===== config.mk =====
export PLATFORM = sky130hd
export DESIGN_NAME = traffic_light_ctrl_flat
export DESIGN_NICKNAME = d
export VERILOG_FILES = /design/src/rtl/traffic_light_if.sv /design/src/rtl/traffic_light_ctrl.sv /design/src/flat_wrapper.sv
export SDC_FILE = /design/constraint.sdc
export NUM_CORES = 1
export LEC_CHECK = 0
export ABC_AREA = 1
export CELL_PAD_IN_SITES_DETAIL_PLACEMENT = 1
export CELL_PAD_IN_SITES_GLOBAL_PLACEMENT = 2
export CORE_MARGIN = 2
export CORE_UTILIZATION = 30
export DETAILED_ROUTE_END_ITERATION = 7
export GPL_TIMING_DRIVEN = 0
export PLACE_DENSITY_LB_ADDON = 0.2
export SETUP_SLACK_MARGIN = 0.02
export SYNTH_ARGS = -nofsm -noshare
export SYNTH_HDL_FRONTEND = slang
export SYNTH_SLANG_ARGS = --single-unit
export TNS_END_PERCENT = 10

===== constraint.sdc =====
create_clock -name clk -period 1.85 [get_ports clk]
set_clock_uncertainty 0.15 [all_clocks]
set_input_delay 0.4625 -clock clk [delete_from_list [all_inputs] [get_ports clk]]
set_output_delay 0.4625 -clock clk [all_outputs]
set_load 0.01 [all_outputs]

===== src/rtl/traffic_light_if.sv =====
// Signal bundle between the intersection controller and its environment
// (1 s pulse source, pedestrian button, night switch, lamp drivers).
interface traffic_light_if;
    logic       tick;
    logic       ped_req;
    logic       night;
    logic [2:0] ns_light;
    logic [2:0] ew_light;
    logic [7:0] sec_left;
    logic       ped_walk;

    modport master (
        output tick, ped_req, night,
        input  ns_light, ew_light, sec_left, ped_walk
    );

    modport slave (
        input  tick, ped_req, night,
        output ns_light, ew_light, sec_left, ped_walk
    );
endinterface


===== src/rtl/traffic_light_ctrl.sv =====
// Two-road (NS/EW) intersection controller: green/yellow/all-red sequencing with
// a seconds countdown, pedestrian-shortened greens and night flashing-yellow mode.
module traffic_light_ctrl #(
    parameter int unsigned T_GREEN  = 20,
    parameter int unsigned T_YELLOW = 3,
    parameter int unsigned T_ALLRED = 2,
    parameter int unsigned T_PED    = 5
) (
    input  logic           clk,
    input  logic           rst,
    traffic_light_if.slave bus
);
    localparam int unsigned SEC_W = 8;
    localparam logic [2:0]  RED   = 3'b100;
    localparam logic [2:0]  YEL   = 3'b010;
    localparam logic [2:0]  GRN   = 3'b001;
    localparam logic [2:0]  OFF   = 3'b000;

    typedef enum logic [2:0] {
        NS_GREEN, NS_YELLOW, ALL_RED1, EW_GREEN, EW_YELLOW, ALL_RED2, FLASH
    } state_t;

    state_t            state;
    logic [SEC_W-1:0]  sec_left;
    logic [2:0]        ns_light;
    logic [2:0]        ew_light;
    logic              ped_walk;
    logic              ped_pending;
    logic              flash_phase;

    function automatic state_t next_phase(input state_t s);
        case (s)
            NS_GREEN:  return NS_YELLOW;
            NS_YELLOW: return ALL_RED1;
            ALL_RED1:  return EW_GREEN;
            EW_GREEN:  return EW_YELLOW;
            EW_YELLOW: return ALL_RED2;
            default:   return NS_GREEN;
        endcase
    endfunction

    function automatic logic [SEC_W-1:0] duration(input state_t s);
        case (s)
            NS_GREEN, EW_GREEN:   return SEC_W'(T_GREEN);
            NS_YELLOW, EW_YELLOW: return SEC_W'(T_YELLOW);
            default:              return SEC_W'(T_ALLRED);
        endcase
    endfunction

    // {ns, ew} lamp pattern for the normal (non-flash) phases
    function automatic logic [5:0] lamps(input state_t s);
        case (s)
            NS_GREEN:  return {GRN, RED};
            NS_YELLOW: return {YEL, RED};
            EW_GREEN:  return {RED, GRN};
            EW_YELLOW: return {RED, YEL};
            default:   return {RED, RED};
        endcase
    endfunction

    function automatic logic is_all_red(input state_t s);
        return (s == ALL_RED1) || (s == ALL_RED2);
    endfunction

    logic   pending_c;
    logic   phase_end_c;
    logic   in_green_c;
    state_t adv_c;

    // A request seen this cycle counts immediately, so a green can clamp on the very next edge
    assign pending_c   = ped_pending | bus.ped_req;
    assign phase_end_c = bus.tick && (sec_left <= SEC_W'(1));
    assign in_green_c  = (state == NS_GREEN) || (state == EW_GREEN);
    assign adv_c       = next_phase(state);

    always_ff @(posedge clk or posedge rst) begin
        if (rst) begin
            state       <= ALL_RED2;
            sec_left    <= SEC_W'(T_ALLRED);
            ns_light    <= RED;
            ew_light    <= RED;
            ped_walk    <= 1'b0;
            ped_pending <= 1'b0;
            flash_phase <= 1'b0;
        end else if (bus.night) begin
            // Night mode overrides everything; lamps blink on the seconds tick
            state       <= FLASH;
            sec_left    <= '0;
            ped_walk    <= 1'b0;
            ped_pending <= 1'b0;
            if (state != FLASH) begin
                flash_phase <= 1'b1;
                ns_light    <= YEL;
                ew_light    <= YEL;
            end else if (bus.tick) begin
                flash_phase <= ~flash_phase;
                ns_light    <= flash_phase ? OFF : YEL;
                ew_light    <= flash_phase ? OFF : YEL;
            end
        end else if (state == FLASH) begin
            state       <= ALL_RED2;
            sec_left    <= SEC_W'(T_ALLRED);
            ns_light    <= RED;
            ew_light    <= RED;
            ped_walk    <= 1'b0;
            ped_pending <= 1'b0;
            flash_phase <= 1'b0;
        end else if (phase_end_c) begin
            state                <= adv_c;
            sec_left             <= duration(adv_c);
            {ns_light, ew_light} <= lamps(adv_c);
            // Leaving an all-red phase serves the request, including one arriving during it
            ped_pending          <= is_all_red(state) ? 1'b0 : pending_c;
            ped_walk             <= is_all_red(adv_c) && pending_c;
        end else begin
            ped_pending <= pending_c;
            ped_walk    <= is_all_red(state) && pending_c;
            if (bus.tick)
                sec_left <= sec_left - SEC_W'(1);
            else if (in_green_c && pending_c && (sec_left > SEC_W'(T_PED)))
                sec_left <= SEC_W'(T_PED);
        end
    end

    assign bus.ns_light = ns_light;
    assign bus.ew_light = ew_light;
    assign bus.sec_left = sec_left;
    assign bus.ped_walk = ped_walk;

endmodule


===== src/flat_wrapper.sv =====
// flat-port wrapper written by rule: the top's interface ports become plain ports
module traffic_light_ctrl_flat 
#(
    parameter int unsigned T_GREEN  = 20,
    parameter int unsigned T_YELLOW = 3,
    parameter int unsigned T_ALLRED = 2,
    parameter int unsigned T_PED    = 5
)
  (clk, rst, bus_tick, bus_ped_req, bus_night, bus_ns_light, bus_ew_light, bus_sec_left, bus_ped_walk);
  traffic_light_if bus_i ();
  input  logic clk;
  input  logic rst;
  input wire logic [$bits(bus_i.tick)-1:0] bus_tick;
  input wire logic [$bits(bus_i.ped_req)-1:0] bus_ped_req;
  input wire logic [$bits(bus_i.night)-1:0] bus_night;
  output wire logic [$bits(bus_i.ns_light)-1:0] bus_ns_light;
  output wire logic [$bits(bus_i.ew_light)-1:0] bus_ew_light;
  output wire logic [$bits(bus_i.sec_left)-1:0] bus_sec_left;
  output wire logic [$bits(bus_i.ped_walk)-1:0] bus_ped_walk;
  assign bus_i.tick = bus_tick;
  assign bus_i.ped_req = bus_ped_req;
  assign bus_i.night = bus_night;
  assign bus_ns_light = bus_i.ns_light;
  assign bus_ew_light = bus_i.ew_light;
  assign bus_sec_left = bus_i.sec_left;
  assign bus_ped_walk = bus_i.ped_walk;
  traffic_light_ctrl #(.T_GREEN(T_GREEN), .T_YELLOW(T_YELLOW), .T_ALLRED(T_ALLRED), .T_PED(T_PED)) u_core (.clk(clk), .rst(rst), .bus(bus_i));
endmodule

==> results.md <==
* Run status: completed
* Layout fillers at 533
* Die area at 0.00497 mm^2
* Static Leakage at 0.845 nW
* Syn nets at 183
* RSZ-0062 raised after global routing: true
* Critical path startpoint category: flop
* CP delay by family, top: buffers and inverters
* Drt first pass iters at 4
* FP Rows at 24
* H-tree depth at 1
* Final Hold Vio Count at 0
* Maxcap violations at 0
* Mapped Cells at 176
* Post-route DRC at 0
* Slew headroom at 47.8%
* Synth warn at 0
* Die Height at 70.5 um
* DRT antenna net count at 0
* Yosys top cell area share at 28.3%
* Worst path cell trace: clkdlybuf4s50_1
* Clock tree buffer depth at 2
* Pin count of the biggest net entering global routing at 21
* Worst EP arrival at 1.15 ns
* Starting Density at 30.9%
* Post-Layout Cell Count at 255
* Ys async rst share at 100%
* CP peak stage delay at 0.54 ns
* DR vias at 1238
* Syn_area_per_cell at 7.54 um^2
* Routed WL at 3750 um
* I/O Pins at 20
* Max rail drop VDD at 0.000611 V
* DR vias/cell at 4.85
* Number of global-route vias before repair at 1383
* WL/cell at 14.7 um
* Worst endpoint required time at 1.24 ns
* IO Port Bufs at 18
* # diodes at 0
* Tmin final at 1.77 ns
* Max Fclk at 0.566 GHz
* CTS buffer count at 3
* Critical setup path kind: reg -> out
* Initial antenna violation count at 0
* Commonest cells after routing, fill and taps aside: nand2_1, nand3_1, inv_1, nor2_1, dfrtp_1
* Detailed router's first-iteration violation count at 49
* Number of buffers and inverters on the critical path at 1
* Pins Over Slew Limit at 0
* Inst Count DP at 246
* Clock-pin transition on the worst setup and hold timing paths at 0.07 ns
* Yosys reg bits at 20
* Clock Sinks at 20
* Chip Width at 70.5 um
* GRT Total Usage at 16.3%
* Global-route wire length before repair at 6440 um
* Root buffer cell: clkbuf_8
* Core ar. at 0.00429 mm^2
* Layout Nets at 211
* Number of synthesized flops with an enable pin at 0
* CP endpoint kind: output port
* CTS tree: built
* Final setup viols at 0
* Pre-CTS WS at -0.154 ns
* Post-synth top area cell: dfrtp_1
* Largest cells by area after synthesis: dfrtp_1, nand2_1, dfstp_2
* Mapped Area at 0.00133 mm^2
* Seq/Total Area, Yosys at 38.2%
* Commonest non-fill, non-tap cell in the layout: nand2_1
* GRT overflow at 0
* Period utilisation layout at 95.5%
* Hold WC Path Type: reg -> reg
* Layout overhead on the synthesized area at 29.5%
* Least-Margin Pin Slew at 0.783 ns
* Max FO, Critical Path at 2
* Hpwl dp at 2930 um
* Placed cell areas at 0.00157 mm^2
* Share of post-route cells with drive strength above 1 at 23.6%
* Pwr dens at 1750 mW/mm^2
* Primary FF master, synth: dfrtp_1
* Cell variety after synth at 25
* Worst-Skew Late Latency at 0.26 ns
* Finished Cell Area at 0.00172 mm^2
* Gp weighted congestion at 0.785
* Critical path's slowest cell: clkdlybuf4s50_1
* Post-CTS Hold Fix Bufs at 0
* Setup ws final at 0.0827 ns
[per-layer routing]
layer	global-route usage [%]	wire [um]	vias up
met1	19.2	1560	592
met3	2.16	81	5
met5	0	0	-
li1	-	-	624
met4	6.20	53	0
met2	29.8	2050	17
[tightest hold or removal path: stages (launching register included)]
cell and delay [ns]:
dfstp_2 0.37, nand2_1 0.05, o21ai_1 0.05
[synth_stat cells, types with 2 or more instances]
master / instances
inv_2: 3
dfstp_2: 5
ha_1: 2
nand2_1: 50
nand2_4: 5
o21ai_0: 9
nor2_2: 4
nand3_1: 22
nand4_1: 4
a21oi_1: 4
dfrtp_1: 15
buf_2: 2
inv_1: 16
o21ai_1: 5
o21a_1: 2
nor2_1: 17
nor2_8: 3
[logic make-up (layout without fill, tap and decap cells)]
logic type / count (synthesis) / in the layout / share of synthesized area (%)
fa+ha+maj: 2 / 2 / 1.89
compound gates: 22 / 22 / 9.15
buf+inv: 22 / 48 / 6.60
xor+xnor: 1 / 1 / 0.660
simple gates: 109 / 110 / 43.5
flops: 20 / 20 / 38.2
[metrics by stage]
step / setup TNS (ns) / hold slack [ns] / util (%) / total power [W]
2_1_floorplan: 0 / 0.273 / - / 0.00194
3_3_place_gp: -0.878 / 0.314 / 36.6 / 0.00246
3_5_place_dp: -1.45 / 0.323 / 36.6 / 0.00253
4_1_cts: 0 / 0.332 / 38.4 / 0.00290
5_1_grt: 0 / 0.359 / 40.0 / 0.00329
6_report: 0 / 0.326 / 40.0 / 0.00300
[where the power goes]
group	switching [W]	total [W]	internal [W]	leakage, nW
Combinational	0.00115	0.00185	0.000697	0.571
Sequential	0.000166	0.000818	0.000653	0.244
Clock	0.000148	0.000337	0.000190	0.0288
Total	0.00146	0.00300	0.00154	0.845
[flip-flops by register name (all words and copies together), names as in the netlist]
name / cells
u_core.flash_phase: 1
u_core.state: 3
u_core.bus.ns_light: 3
u_core.bus.ped_walk: 1
u_core.ped_pending: 1
u_core.bus.sec_left: 8
u_core.bus.ew_light: 3
[layout make-up]
| class | instances | area [um^2] | share of cell area (%) |
|---|---|---|---|
| buffer | 2 | 10.0 | 0.583 |
| clock buffer | 4 | 55.1 | 3.20 |
| inverter | 20 | 77.6 | 4.52 |
| multi-input combinational | 135 | 802 | 46.7 |
| sequential | 20 | 510 | 29.7 |
| tap | 52 | 65.1 | 3.79 |
| timing repair buffer | 22 | 198 | 11.5 |
[path summary, 6_finish.rpt]
kind	from	endpoint	slack, ns	cells after the start
max reg2reg	u_core.bus.sec_left[0]$_DFFE_PP0P_	u_core.bus.sec_left[1]$_DFFE_PP1P_	0.10	10
max	u_core.bus.ew_light[0]$_DFFE_PP0P_	bus_ew_light[0]	0.08	1
min reg2reg	u_core.bus.ew_light[2]$_DFFE_PP1P_	u_core.bus.ew_light[2]$_DFFE_PP1P_	0.33	2
min in group asynchronous	rst	u_core.bus.ew_light[1]$_DFFE_PP0P_	0.50	2
min	u_core.bus.ew_light[2]$_DFFE_PP1P_	u_core.bus.ew_light[2]$_DFFE_PP1P_	0.33	2
max in group asynchronous	rst	u_core.bus.sec_left[3]$_DFFE_PP0P_	0.52	2
[timing repair]
item	in CTS	in global routing
setup buffers	2	2
gates cloned	0	1
setup endpoints to repair	22	16
resized for setup	17	9
pin swaps	2	4
Note: power is estimated with default switching activity, not from simulation.
